## config.mk

```make
export PLATFORM = sky130hd
export DESIGN_NAME = rodada_jogo
export DESIGN_NICKNAME = d
export VERILOG_FILES = /design/src/rtl/rodada_jogo.sv
export SDC_FILE = /design/constraint.sdc
export NUM_CORES = 1
export LEC_CHECK = 0
export ABC_AREA = 0
export BUFFER_PORTS_ARGS = -buffer_cell sky130_fd_sc_hd__buf_2
export CAP_MARGIN = 5
export CORE_UTILIZATION = 53
export DETAILED_ROUTE_END_ITERATION = 8
export PLACE_DENSITY = 0.75
export SYNTH_ARGS = -nofsm -noshare
export SYNTH_HDL_FRONTEND = slang
export SYNTH_SLANG_ARGS = --single-unit
```

## constraint.sdc

```tcl
create_clock -name clock -period 2.7 [get_ports clock]
set_input_delay 0.54 -clock clock [delete_from_list [all_inputs] [get_ports clock]]
set_output_delay 0.54 -clock clock [all_outputs]
set_load 0.02 [all_outputs]
```

## src/rtl/rodada_jogo.sv

```systemverilog
// Round engine for the LED-memory game.
// Plays back a stored sequence of N-bit LED patterns with fixed on/off timing. It then
// takes one button press per step and compares it exactly against the stored pattern.
// It counts hits, limits the time allowed per move, and ends the round as hit, miss or
// timeout.
//
// Ports:
//   clock, reset        single clock domain; synchronous active-high reset
//   wr_en/wr_addr/...   pattern memory write port (only honoured while idle)
//   comprimento         sequence length, latched when a round starts
//   iniciar             start request (level, sampled every cycle)
//   botoes              raw button levels
//   leds                LED drive
//   jogando, pronto     player-input phase / round finished
//   acertou/errou/timeout  round outcome, exactly one high in FIM
//   acertos             correct moves this round
//   db_estado           current state encoding, for debug
module rodada_jogo #(
  parameter int unsigned N        = 4,
  parameter int unsigned DEPTH    = 16,
  parameter int unsigned AW       = 4,
  parameter int unsigned T_ON     = 500,
  parameter int unsigned T_OFF    = 500,
  parameter int unsigned T_JOGADA = 3000,
  parameter int unsigned TW       = 12
) (
  input  logic          clock,
  input  logic          reset,
  input  logic          wr_en,
  input  logic [AW-1:0] wr_addr,
  input  logic [N-1:0]  wr_data,
  input  logic [AW:0]   comprimento,
  input  logic          iniciar,
  input  logic [N-1:0]  botoes,
  output logic [N-1:0]  leds,
  output logic          jogando,
  output logic          pronto,
  output logic          acertou,
  output logic          errou,
  output logic          timeout,
  output logic [AW:0]   acertos,
  output logic [2:0]    db_estado
);

  typedef enum logic [2:0] {
    Ocioso    = 3'd0,
    MostraOn  = 3'd1,
    MostraOff = 3'd2,
    Espera    = 3'd3,
    Compara   = 3'd4,
    Fim       = 3'd5
  } estado_t;

  estado_t       estado_q, estado_d;
  logic [TW-1:0] timer_q, timer_d;
  logic [AW-1:0] idx_q, idx_d;
  logic [AW:0]   len_q, len_d;
  logic [AW:0]   acertos_q, acertos_d;
  logic [N-1:0]  jogada_q, jogada_d;
  logic          acertou_q, acertou_d;
  logic          errou_q, errou_d;
  logic          timeout_q, timeout_d;
  logic          any_q;

  logic [N-1:0] mem [DEPTH];

  logic any_now, move, start_ok, fim_seq, mem_wr;

  assign any_now  = |botoes;
  // A move is the rising edge of any button; any_q tracks the level in every state,
  // so a button already held when ESPERA is entered never counts as a move.
  assign move     = any_now & ~any_q;
  assign start_ok = iniciar && (comprimento != '0) && (comprimento <= (AW+1)'(DEPTH));
  assign fim_seq  = (({1'b0, idx_q} + 1'b1) == len_q);
  assign mem_wr   = wr_en && (estado_q == Ocioso) && ({1'b0, wr_addr} < (AW+1)'(DEPTH));

  // Pattern memory is deliberately not cleared by reset.
  always_ff @(posedge clock) begin
    if (mem_wr) begin
      mem[wr_addr] <= wr_data;
    end
  end

  always_ff @(posedge clock) begin
    if (reset) begin
      estado_q  <= Ocioso;
      timer_q   <= '0;
      idx_q     <= '0;
      len_q     <= '0;
      acertos_q <= '0;
      jogada_q  <= '0;
      acertou_q <= 1'b0;
      errou_q   <= 1'b0;
      timeout_q <= 1'b0;
      any_q     <= 1'b0;
    end else begin
      estado_q  <= estado_d;
      timer_q   <= timer_d;
      idx_q     <= idx_d;
      len_q     <= len_d;
      acertos_q <= acertos_d;
      jogada_q  <= jogada_d;
      acertou_q <= acertou_d;
      errou_q   <= errou_d;
      timeout_q <= timeout_d;
      any_q     <= any_now;
    end
  end

  always_comb begin
    estado_d  = estado_q;
    timer_d   = timer_q + 1'b1;
    idx_d     = idx_q;
    len_d     = len_q;
    acertos_d = acertos_q;
    jogada_d  = jogada_q;
    acertou_d = acertou_q;
    errou_d   = errou_q;
    timeout_d = timeout_q;
    leds      = '0;

    case (estado_q)
      Ocioso, Fim: begin
        timer_d = '0;
        if (start_ok) begin
          len_d     = comprimento;
          idx_d     = '0;
          acertos_d = '0;
          acertou_d = 1'b0;
          errou_d   = 1'b0;
          timeout_d = 1'b0;
          estado_d  = MostraOn;
        end
      end
      MostraOn: begin
        leds = mem[idx_q];
        if (timer_q == TW'(T_ON - 1)) begin
          estado_d = MostraOff;
        end
      end
      MostraOff: begin
        if (timer_q == TW'(T_OFF - 1)) begin
          if (fim_seq) begin
            idx_d    = '0;
            estado_d = Espera;
          end else begin
            idx_d    = idx_q + 1'b1;
            estado_d = MostraOn;
          end
        end
      end
      Espera: begin
        // A move in the expiry cycle still wins over the timeout.
        if (move) begin
          jogada_d = botoes;
          estado_d = Compara;
        end else if (timer_q == TW'(T_JOGADA - 1)) begin
          timeout_d = 1'b1;
          estado_d  = Fim;
        end
      end
      Compara: begin
        if (jogada_q == mem[idx_q]) begin
          acertos_d = acertos_q + 1'b1;
          if (fim_seq) begin
            idx_d     = '0;
            acertou_d = 1'b1;
            estado_d  = Fim;
          end else begin
            idx_d    = idx_q + 1'b1;
            estado_d = Espera;
          end
        end else begin
          errou_d  = 1'b1;
          estado_d = Fim;
        end
      end
      default: begin
        estado_d = Ocioso;
      end
    endcase

    // Every state change restarts the shared timer.
    if (estado_d != estado_q) begin
      timer_d = '0;
    end
  end

  assign jogando   = (estado_q == Espera) || (estado_q == Compara);
  assign pronto    = (estado_q == Fim);
  assign acertou   = acertou_q;
  assign errou     = errou_q;
  assign timeout   = timeout_q;
  assign acertos   = acertos_q;
  assign db_estado = estado_q;

endmodule

```

==> results of run 1 <==
critical path: cells and delay by family, from the launching register on:
kind	cells	cell delay, ns
AOI/OAI and AO/OA	1	0.26
buffers and inverters	1	0.14
DFF	1	0.36
muxes	2	0.65
and+or+nand+nor	5	1.27
state kept, by name, indices dropped and copies added (netlist names), named ones only:
| signal | flops |
|---|---|
| db_estado | 3 |
| mem | 64 |
| any_q | 1 |
| errou | 1 |
| timeout | 1 |
| idx_q | 4 |
| jogada_q | 4 |
| len_q | 5 |
| acertos | 5 |
| timer_q | 12 |
| acertou | 1 |
metrics by stage:
stage | setup WS [ns] | hold slack, ns
finish | -0.0793 | 0.430
global route | -0.214 | 0.431
global placement | -0.149 | 0.453
floorplan | 0.00632 | 0.426
CTS | -0.0544 | 0.419
detailed placement | -0.175 | 0.465
metal layers:
layer / global-route usage / vias to the layer above / wire length, um
li1: - / 1497 / -
met1: 0.267 / 1505 / 4070
met2: 0.378 / 86 / 4860
met3: 0.0598 / 19 / 343
met4: 0.0771 / 0 / 223
met5: 0 / - / 0
final cells by class:
cell class | instances | area [sq um]
timing repair buffer | 70 | 477
fill | 624 | 2900
multi-input combinational | 245 | 1880
clock buffer | 10 | 128
tap | 105 | 131
clock inverter | 6 | 62.6
inverter | 6 | 22.5
sequential | 105 | 2750
where the power goes:
| group | switching (mW) | leakage [nW] | total, mW | internal, mW |
|---|---|---|---|---|
| registers | 0.0124 | 0.911 | 1.73 | 1.72 |
| clock network | 0.574 | 0.0970 | 0.938 | 0.364 |
| logic | 0.0926 | 0.927 | 0.153 | 0.0599 |
cells by family after synthesis:
group	synth area share
simple gates	0.160
flops	0.593
mux	0.129
compound gates	0.0476
xor+xnor	0.0397
buf+inv	0.0227
fa+ha+maj	0.00811
worst max path at each step:
stage,cells past startpoint,endpoint,startpoint,slack (ns)
after floorplan,11,acertos[2],flip-flop,0.006
after global placement,9,acertos[2],flip-flop,-0.15
after detailed placement,9,acertos[4],flip-flop,-0.17
after CTS,9,flip-flop,flip-flop,-0.05
after global routing,9,idx_q[0],flip-flop,-0.21
final,9,acertos[4],flip-flop,-0.08
what timing repair did:
item,4_1_cts,5_1_grt
buffers inserted,2,0
pin swaps,3,2
gates cloned,0,1
setup endpoints to repair,20,33
resized for setup,9,19
synthesized netlist by cell type, types with 7 or more instances:
| master | count |
|---|---|
| nand2_1 | 16 |
| a21oi_1 | 9 |
| clkbuf_1 | 8 |
| dfxtp_1 | 41 |
| edfxtp_1 | 64 |
| nor3_1 | 14 |
| nor2b_1 | 7 |
| mux2i_1 | 26 |
| xor2_1 | 11 |
| xnor2_1 | 10 |
| mux4_2 | 12 |
| nor2_1 | 65 |
==> summary.md, run 1 <==
| Metric | Value |
|---|---|
| Most common cell after layout, fill and taps aside | nor2_1 |
| Worst flop-to-flop path endpoint | acertos[4] |
| Placed insts | 528 |
| Max FO, Critical Path | 6 |
| Most frequent cells in the layout | 65 x nor2_1, 64 x edfxtp_1, 38 x dfxtp_1, 36 x buf_2, 29 x buf_4 |
| Leakage | 1.93 nW |
| EDFF count, synth | 64 |
| Largest net degree at the start of global routing | 26 |
| Crit Path Category | flip-flop to flip-flop |
| Final Setup Violations | 13 |
| Die height | 95.4 um |
| Layout net count | 461 |
| Worst slew pin tran | 0.649 ns |
| Clock transition at the registers of the reported paths | 0.10 ns |
| Cell Pwr Density | 518 nW/um^2 |
| Crit start category | flip-flop |
| CTS Root Buffer Type | clkbuf_8 |
| Maxcap violations | 0 |
| GPL Wtd Cong | 0.811 |
| Starting density of the core | 0.555 |
| Top post-synthesis cells by area | edfxtp_1 42%, dfxtp_1 18%, mux4_2 5.8% |
| Fin. max-slew vios | 0 |
| Critical path arrival | 3.04 ns |
| First-pass GRT wire length | 14,600 um |
| Post-route minimum period | 2.78 ns |
| Hold Startpoint | comprimento[2] |
| Initial antenna violation count | 0 |
| Layout area overhead | 17.7% |
| Vias in the first global route | 2,949 |
| Synth area leader | edfxtp_1 |
| I/O Buffers | 37 |
| Area after DPL | 5100 sq um |
| Synth Cell Area | 4630 sq um |
| F_max | 360 MHz |
| Synth async-reset ratio | 0 |
| Critical-path top delay cell | mux4_2 |
| Post-DP HPWL | 6850 um |
| All-Layer GR Usage | 0.220 |
| R2R Setup Slk | -0.08 ns |
| N_diodes | 0 |
| Crit-path cells | buf_6, mux4_2, or4b_1, nand2_1, nor4_2, or4_4, o21ai_4, nand4_1, mux2i_1 |
| Die width | 95.4 um |
| Number of routed nets with antenna violations | 0 |
| Sinks on the clock net | 105 |
| Worst rel slew slack | 0.564 |
| Design Power | 2.82 mW |
| Synth cell types | 52 |
| Status | finished, violations left |
| CP Capture Type | flip-flop |
| Row cnt | 33 |
| CTS max path bufs | 2 |
| Final wirelength | 9500 um |
| Cells on worst reg2reg path | 9 |
| CORE AREA | 8340 sq um |
| Register bit count reported by yosys | 105 |
| Worst Hold Depth | 3 |
| Detailed Route Iter0 Violations | 199 |
| Gr ovfl total | 0 |
| Wire per inst | 17.4 um |
| Ratio of cells with drive above 1 in the final layout | 0.281 |
| Cts bufs inserted | 9 |
| Post-synth top area share | 0.415 |
| Via count | 3,107 |
| CP max stage delay | 0.51 ns |
| Final Util | 0.653 |
| Setup TNS | -0.527 ns |
| Io pins | 38 |
| PnR worst setup slack | -0.0793 ns |
| Crit share post-route | 1.03 |
| Syn avg cell area | 12.5 sq um |
| Setup repair after global routing missed its margin | true |
| CTS HTree Levels | 3 |
| Hold Path End | len_q[2] |
| Final instance area | 5450 sq um |
| Final hold viol count | 0 |
| Post-synthesis cell count | 371 |
| Worst vdd ir | 0.000475 V |
| Synthesized net count | 395 |
| Synth Warn # | 0 |
| Failing checks | setup timing |
| Hold-fix buffers at CTS | 0 |
| Worst-Skew Late Latency | 0.37 ns |
| WP data required | 2.96 ns |
| Vias per cell | 5.68 |
| Final Non-Filler Cells | 547 |
| Register area share after synthesis | 0.593 |
| TritonRoute pass-1 iters | 4 |
| Main flop type after synthesis | edfxtp_1 |
| Die area | 9110 sq um |
| Hold WC Path Type | primary input to flip-flop |
| CTS tree | done |
| Post-route DRC | 0 |
| Clk_skew | 0.0185 ns |
Power figures use the tool's default switching activity.
==> inputs of run 2 (changes only) <==
REMOVE_ABC_BUFFERS = 1   (was not set)
==> summary.md, run 2 (synthesis results as in run 1) <==
| Metric | Value |
|---|---|
| Sinks on the clock net | 105 |
| Clock power frac | 0.332 |
| Setup repair after global routing missed its margin | true |
| Sw Pwr | 0.683 mW |
| Via count | 3,041 |
| Number of routed nets with antenna violations | 0 |
| Starting density of the core | 0.555 |
| Final wirelength | 9270 um |
| Register bank with the most flops | mem |
| Cells on worst reg2reg path | 10 |
| WHS | 0.426 ns |
| First-pass GRT wire length | 14,700 um |
| Max FFs per register | 64 |
| Largest net degree at the start of global routing | 26 |
| Leakage | 1.92 nW |
| Comb power frac | 0.053 |
| R2R Setup Slk | -0.12 ns |
| Placed insts | 520 |
| Final Non-Filler Cells | 544 |
| Regs by FF count | mem x64, timer_q x12 |
| Final instance area | 5430 sq um |
| Hold WC Path Type | flip-flop to flip-flop |
| Wire per inst | 17.0 um |
| Clk_skew | 0.0186 ns |
| Area after DPL | 5060 sq um |
| Worst rel slew slack | 0.564 |
| Critical path arrival | 3.06 ns |
| Most common cell after layout, fill and taps aside | nor2_1 |
| Final hold viol count | 0 |
| Routed wl met3 | 417 um |
| F_max | 355 MHz |
| Initial antenna violation count | 0 |
| Most frequent cells in the layout | 65 x nor2_1, 64 x edfxtp_1, 38 x buf_2, 37 x dfxtp_1, 24 x buf_4 |
| Cell Pwr Density | 519 nW/um^2 |
| Pre-CTS setup slack | -0.266 ns |
| PnR worst setup slack | -0.120 ns |
| All-Layer GR Usage | 0.223 |
| CTS tree | done |
| CTS max path bufs | 2 |
| Worst-Skew Late Latency | 0.38 ns |
| Setup TNS | -1.36 ns |
| Switching Share | 0.242 |
| Max FO, Critical Path | 6 |
| Critical path endpoint | idx_q[0] |
| Die area | 9110 sq um |
| Failing checks | setup timing |
| Fin. max-slew vios | 0 |
| N_diodes | 0 |
| Int Pwr | 2.13 mW |
| Crit Path Category | flip-flop to flip-flop |
| Crit start category | flip-flop |
| CORE AREA | 8340 sq um |
| Worst flop-to-flop path endpoint | idx_q[0] |
| Total length of routed met2 wires | 4460 um |
| Clock transition at the registers of the reported paths | 0.10 ns |
| Crit share post-route | 1.04 |
| Vias in the first global route | 2,894 |
| WL met1 | 4120 um |
| Io pins | 38 |
| CTS HTree Levels | 3 |
| Final Setup Violations | 16 |
| GPL Wtd Cong | 0.810 |
| Layout net count | 458 |
| Design Power | 2.82 mW |
| Post-route DRC | 0 |
| Post-DP HPWL | 6430 um |
| Cts bufs inserted | 9 |
| Maxcap violations | 0 |
| Die width | 95.4 um |
| CP Capture Type | flip-flop |
| Seq pwr share | 0.614 |
| I/O Buffers | 37 |
| Vias per cell | 5.59 |
| TritonRoute pass-1 iters | 4 |
| Post-route minimum period | 2.82 ns |
| Gr ovfl total | 0 |
| Worst slew pin tran | 0.649 ns |
| Layout area overhead | 17.3% |
| Row cnt | 33 |
| CTS Root Buffer Type | clkbuf_8 |
| Final Util | 0.651 |
| Ratio of cells with drive above 1 in the final layout | 0.273 |
| Worst vdd ir | 0.000500 V |
| Status | finished, violations left |
| Die height | 95.4 um |
| WP data required | 2.94 ns |
| Detailed Route Iter0 Violations | 160 |
| Top Metal Used | met4 |
-- run 2: cell type report --
cell class | count | area [sq um]
fill | 638 | 2910
sequential | 105 | 2750
multi-input combinational | 245 | 1880
timing repair buffer | 67 | 462
tap | 105 | 131
clock buffer | 9 | 124
clock inverter | 7 | 66.3
inverter | 6 | 22.5
-- run 2: how the worst min path moves through the flow --
| stage | depth (start not counted) | slack (ns) | endpoint | from |
|---|---|---|---|---|
| floorplan | 1 | 0.43 | timer_q[0] | timer_q[0] |
| global placement | 1 | 0.44 | timer_q[0] | timer_q[0] |
| detailed placement | 1 | 0.44 | timer_q[0] | timer_q[0] |
| CTS | 3 | 0.41 | len_q[4] | comprimento[4] |
| global route | 3 | 0.43 | len_q[4] | comprimento[4] |
| finish | 1 | 0.43 | timer_q[0] | timer_q[0] |
-- run 2: power by group through the flow --
stage               sequential, mW  clock [mW]  combinational [mW]
floorplan                     1.77           0              0.0708
global placement              1.77           0               0.138
detailed placement            1.77           0               0.142
CTS                           1.73       0.973               0.147
global route                  1.73        1.02               0.166
finish                        1.73       0.937               0.151
-- run 2: critical path, stage by stage (launching register included) --
cell and delay (ns):
dfxtp_2 0.36, buf_12 0.12, buf_12 0.11, mux4_2 0.50, mux2i_1 0.19, mux2i_1 0.15, xor2_1 0.16, or4_4 0.57
o21ai_4 0.24, mux2i_1 0.21, nor2_1 0.07
-- run 2: what timing repair did --
item	in CTS	in global routing
pin swaps	4	3
hold buffers	0	0
endpoints found under the setup margin	23	32
gates resized for setup	11	11
setup buffers	4	4
-- run 2: per-layer routing --
metal | up-vias | global-route usage
met5 | - | 0
met4 | 0 | 0.0970
met3 | 20 | 0.0431
met2 | 85 | 0.364
met1 | 1445 | 0.290
li1 | 1491 | -
